==> config.mk <==
export PLATFORM = sky130hd
export DESIGN_NAME = store_buffer
export DESIGN_NICKNAME = d
export VERILOG_FILES = /design/src/rtl/store_buffer.sv
export SDC_FILE = /design/constraint.sdc
export NUM_CORES = 1
export LEC_CHECK = 0
export ABC_CLOCK_PERIOD_IN_PS = 21300
export BUFFER_PORTS_ARGS = -buffer_cell sky130_fd_sc_hd__clkbuf_2
export CAP_MARGIN = 30
export CORE_UTILIZATION = 45
export DETAILED_ROUTE_END_ITERATION = 16
export HOLD_SLACK_MARGIN = 0.15
export SLEW_MARGIN = 25
export SYNTH_ARGS = -nofsm -noshare
export SYNTH_HDL_FRONTEND = slang
export SYNTH_SLANG_ARGS = --single-unit
==> constraint.sdc <==
create_clock -name clk -period 21.3 [get_ports clk]
set_clock_uncertainty 0.1 [all_clocks]
set_input_delay 5.325 -clock clk [delete_from_list [all_inputs] [get_ports clk]]
set_output_delay 5.325 -clock clk [all_outputs]
set_load 0.01 [all_outputs]
==> src/rtl/store_buffer.sv <==
// Post-M-stage store buffer: a FIFO of {address, data} stores that drains to data
// memory in program order. It stalls the pipeline on full, on load hits and on fences.
module store_buffer #(
  parameter int DEPTH = 4
) (
  input  logic                   clk,
  input  logic                   reset,
  input  logic                   MemWriteM,
  input  logic                   MemReadM,
  input  logic                   FenceM,
  input  logic [31:0]            DataAdrM,
  input  logic [31:0]            WriteDataM,
  input  logic                   MemReady,
  output logic                   MemWrite,
  output logic [31:0]            DataAdr,
  output logic [31:0]            WriteData,
  output logic                   StallSB,
  output logic                   Empty,
  output logic [$clog2(DEPTH):0] Count
);

  localparam int AW = $clog2(DEPTH);
  localparam int CW = AW + 1;

  // Entry storage is never reset; a slot's contents only matter while it is counted.
  logic [31:0]   adr_mem  [DEPTH];
  logic [31:0]   data_mem [DEPTH];

  logic [AW-1:0] wr_ptr_q, wr_ptr_d;
  logic [AW-1:0] rd_ptr_q, rd_ptr_d;
  logic [CW-1:0] count_q, count_d;

  logic          full;
  logic          push;
  logic          pop;
  logic          load_hit;
  logic          store_stall;
  logic          fence_stall;
  logic [AW-1:0] off;

  assign full  = (count_q == CW'(DEPTH));
  assign Empty = (count_q == '0);
  assign Count = count_q;

  // Drain port is valid/ready: MemWrite is valid whenever an entry is held, the head
  // stays put while MemWrite=1, and it retires on any edge where MemWrite & MemReady.
  assign MemWrite  = ~Empty;
  assign DataAdr   = adr_mem[rd_ptr_q];
  assign WriteData = data_mem[rd_ptr_q];

  // A store+load combination is treated purely as a store.
  assign push = MemWriteM & ~full & ~reset;
  assign pop  = MemWrite & MemReady;

  assign store_stall = MemWriteM & full;
  assign fence_stall = FenceM & ~Empty;

  // Word-granular address compare against every counted entry.
  always_comb begin
    load_hit = 1'b0;
    off      = '0;
    for (int i = 0; i < DEPTH; i++) begin
      off = AW'(i) - rd_ptr_q;
      if (({1'b0, off} < count_q) && (adr_mem[i][31:2] == DataAdrM[31:2])) begin
        load_hit = MemReadM & ~MemWriteM;
      end
    end
  end

  assign StallSB = store_stall | load_hit | fence_stall;

  always_comb begin
    wr_ptr_d = wr_ptr_q + AW'(push);
    rd_ptr_d = rd_ptr_q + AW'(pop);
    count_d  = count_q + CW'(push) - CW'(pop);
  end

  always_ff @(posedge clk) begin
    if (reset) begin
      wr_ptr_q <= '0;
      rd_ptr_q <= '0;
      count_q  <= '0;
    end else begin
      wr_ptr_q <= wr_ptr_d;
      rd_ptr_q <= rd_ptr_d;
      count_q  <= count_d;
    end
  end

  always_ff @(posedge clk) begin
    if (push) begin
      adr_mem[wr_ptr_q]  <= DataAdrM;
      data_mem[wr_ptr_q] <= WriteDataM;
    end
  end

endmodule

# [Yosys cells after proc, flatten, opt, wreduce, memory -nomap -nowiden]
# Memory sizes are Yosys's and may differ from the RTL's. A register that Yosys moved wholly into a read port is not among the register bits.
# Cells that the tools add are included.
# Widths: inputs -> output; s select.
[totals] regBits=7 out_inout_bits=70 in_bits=70 wordCells=47 ram_bits=256 n_memories=2
[memory_table] memory="adr_mem" depth=4 word_bits=32 rd=5 rd_ports_with_merged_regs=1 wr=1 line_no="26" source="logic [31:0] adr_mem [DEPTH];"
[memory_table] memory="data_mem" depth=4 word_bits=32 rd=1 rd_ports_with_merged_regs=1 wr=1 line_no="27" source="logic [31:0] data_mem [DEPTH];"
[classes] bitwise=12 muxes=8 add_sub_neg=8 n_lt_le_gt_ge=4 reduce_logical=5 n_eq_ne=5
[ops] op="$eq 30x30->1" count=4
[ops] op="$lt 2x3->1" count=4
[ops] op="$and 1x1->1" count=6
[ops] op="$mux 1" count=6
[ops] op="$add 2x1->2" count=2
[ops] op="$logic_and 1x1->1" count=4
[ops] op="$mux 2" count=2
[ops] op="$not 1->1" count=4
[ops] op="$sub 1x2->2 const A" count=2
[ops] op="$sub 2x2->2 const A" count=2
[ops] op="$add 3x1->3" count=1
[ops] op="$eq 3x3->1 const B" count=1
[ops] op="$logic_not 3->1" count=1
[ops] op="$sub 3x1->3" count=1
[ops] op="$or 1x1->1" count=2

# [Longest topological paths before layout]
[logic_depth] depth_word=9 depth_mapped=11 mapped_depth_nobuf=11

# [Worst setup path before layout]
# No wires, ideal clock.
[synth_path] path_kind="input to output" startpoint="input DataAdrM[26]" endpoint="output StallSB" stages=7 t_required_ns=15.875 arrival_ns=6.406 slack_ns=9.469 path_buffers=1 cell_sequence="buf_6 xor2_1 nor4_1 nand4_1 nor4_1 a311oi_1 o211ai_1"
[synth_between] elab_chain_len=8
[synth_rtl] item="from (decl)" line_no="11" source="input logic [31:0] DataAdrM,"
[synth_rtl] item="$eq 30x30->1" line_no="64" source="if (({1'b0, off} < count_q) && (adr_mem[i][31:2] == DataAdrM[31:2])) begin"
[synth_rtl] item="$logic_and 1x1->1" line_no="64"
[synth_rtl] item="$mux 1 (3 in a row)" line_no="64"
[synth_rtl] item="$mux 1 *" line_no="64"
[synth_rtl] item="$or 1x1->1 * (2 in a row)" line_no="70" source="assign StallSB = store_stall | load_hit | fence_stall;"
[synth_rtl] item="to (decl)" line_no="17" source="output logic StallSB,"
# Mark *: on every way between the ends. The rest lies on a longest branch, timed or not.

# [Worst setup path in the final report]
[layout_path] startpoint="input DataAdrM[22]" endpoint="output StallSB"
# Same word-level chain as after synthesis.

==> results.ini <==
[timing]
worst_slew_pin_slew_ps=836
fin_ws_ps=8850
hold_slack_ps=531
fmaxAchievable_mhz=80.3
max_slew_margin_pct=44.2
rsz0062_at_grt=no
slew_violations=0
period_minus_slack_ps=12450
post-route-period-util_pct=58.5
fin_tns_setup_ps=0
hold_viol=0
finalSetupViolations=0

[worst_hold_path]
hp-start=wr_ptr_q[1]$_SDFF_PP0_
hold_end=wr_ptr_q[1]$_SDFF_PP0_
holdPathStages=2
hold_class=flop to flop

[setup_path]
worst_setup_path_start_kind=input pin
r2r-start=Count[0]$_SDFF_PP0_
path_class=input pin to output pin
r2r_setup_slack_ps=18510
slowest_delay_ps=440
ff2ff_path_depth=6
cp_slowest_cell=nor4_1
cp.required_ps=15880
arrival_ps=7030
crit_chain=clkbuf_2, xor2_1, nor4_1, nand4_1, nor4_1, a311oi_1, o211ai_1, clkbuf_2
path_max_fanout=8
r2r_end=data_mem[1][4]$_DFFE_PP_
critPathCaptureType=output pin

[global_routing]
grt_pass1_wl_mm=36.3
antenna_found_initial=1
grt_pass1_vias=6028
grt_usage_pct=19.0
grt_max_degree=52
grt-ovfl-total=0

[final_layout]
drive_gt1_share_pct=35.4
final_nets=800
fin_util_pct=54.0
area.growth.synth_to_final_pct=17.7
final_common_cell=edfxtp_1
final_cell_mix=256 x edfxtp_1, 139 x clkbuf_2, 69 x xnor2_1, 64 x mux4_2, 54 x xor2_1
layout.cells.non_filler=1062
final_area_um2=13100

[synthesis]
syn_nets=644
synth_cells=565
synthArstFlopShare_pct=0
avgSynthCellArea_um2=19.7
ys_types=37
synth_area_um2=11100
synth_top_area_share_pct=69.1
ys.flop_type=edfxtp_1
yosys_warnings=0
synthTopCellsByArea=edfxtp_1 69%, mux4_2 13%, xnor2_1 5.4%
ys_ff_latch=263
synth.yosys.seq_area_share_pct=70.4
yosys.area.top_type=edfxtp_1
synth_edf_count=256

[floorplanning]
dieArea_um2=25300
rows=57
ios=140
start_util_pct=45.9
fp.dieW_um=159
die_h_um=159
core_area_um2=24200

[routing]
ant_nets=0
drt-total-wl_mm=23.6
drt-pass1-iter-count=6
vias=5630
viasPerCell=5.30
drt_iter0_drc=384
wire_per_inst_um=22.2
drc_errors=0

[placed_design]
dpl.cell_count=1014
pre_cts_slack_ps=8800
gp_congestion=0.830
io_buffer_count=139
hpwl_mm=15.5
placed_area_um2=12200

[clock_tree]
cts_made_buffers=28
clk_latency_ps=530
clockBufferDepth=3
cts_tree=built
post_cts.repair.setup_buffers=0
root_buffer=clkbuf_16
htree_levels=1
clk_pin_slew_worst_paths_ps=60
cts_resized=0
clock-sinks=263
ctsHoldBuffers=0

[pwr]
peakVddDrop_mv=0.0901
p_leak_nw=4.35
power_density_nw_per_um2=106
total_power_mw=1.39

[run]
maxCapViolations=0

[outcome]
status=finished, final reports clean

==> where the power goes <==
group          switching, mW  internal (mW)  leakage, nW
Combinational          0.153          0.144         1.54
Sequential            0.0233          0.595         2.38
Clock                  0.188          0.282        0.424
==> cells in the mapped netlist (2+ instances only) <==
cell type	number
inv_2	2
edfxtp_1	256
nand4_1	18
a21oi_2	2
xnor2_1	69
buf_4	5
buf_6	3
xor2_1	54
nor3_1	4
a21oi_1	4
dfxtp_1	7
a2111oi_2	2
nand2_1	3
mux4_2	64
buf_1	3
nand3_1	2
nor2b_1	6
buf_2	5
nor2_1	6
clkbuf_1	5
nor4_1	14
inv_1	9
ha_1	8
==> sequential cells by signal (all words and copies together) (netlist names) <==
register,cells
wr_ptr_q,2
Count,3
rd_ptr_q,2
data_mem,128
adr_mem,128
==> critical path: cells and delay by family <==
| kind | cells | cell delay, ps |
|---|---|---|
| xor+xnor | 1 | 170 |
| simple gates | 3 | 940 |
| compound gates | 2 | 280 |
| buf+inv | 2 | 320 |
==> cells by family after synthesis <==
logic type | synth area share (%)
xor gates and xnor gates | 9.69
AOI/OAI and AO/OA | 1.10
adders and majority gates | 1.08
buffers and inverters | 1.55
muxes | 13.0
DFF | 70.4
and+or+nand+nor | 3.23
==> worst max path at each step <==
stage,from,to,slack (ps),cells after the start
after global placement,DataAdrM[28],StallSB,8770,7
final,DataAdrM[22],StallSB,8850,8
after CTS,DataAdrM[28],StallSB,8800,7
after detailed placement,DataAdrM[28],StallSB,8800,7
after floorplan,DataAdrM[26],StallSB,9470,7
after global routing,DataAdrM[9],StallSB,8650,8
==> area by class of cell <==
| class | instances | area [um^2] |
|---|---|---|
| fillers | 1982 | 11200 |
| flip-flops and latches | 263 | 7840 |
| multi-input cells | 269 | 3140 |
| repair buffers | 148 | 783 |
| clock buffers | 34 | 744 |
| well taps | 324 | 405 |
| clock inverters | 12 | 140 |
| inverters | 11 | 41.3 |
| diodes | 1 | 2.50 |
==> metal layers <==
layer | vias up | global-route usage (%) | wire length, um
li1 | 2572 | - | -
met2 | 156 | 30.4 | 11400
met1 | 2881 | 26.3 | 10300
met4 | 0 | 4.72 | 361
met5 | - | 0 | 0
met3 | 21 | 5.00 | 1620
No activity file was read; power rests on OpenSTA's default activity.
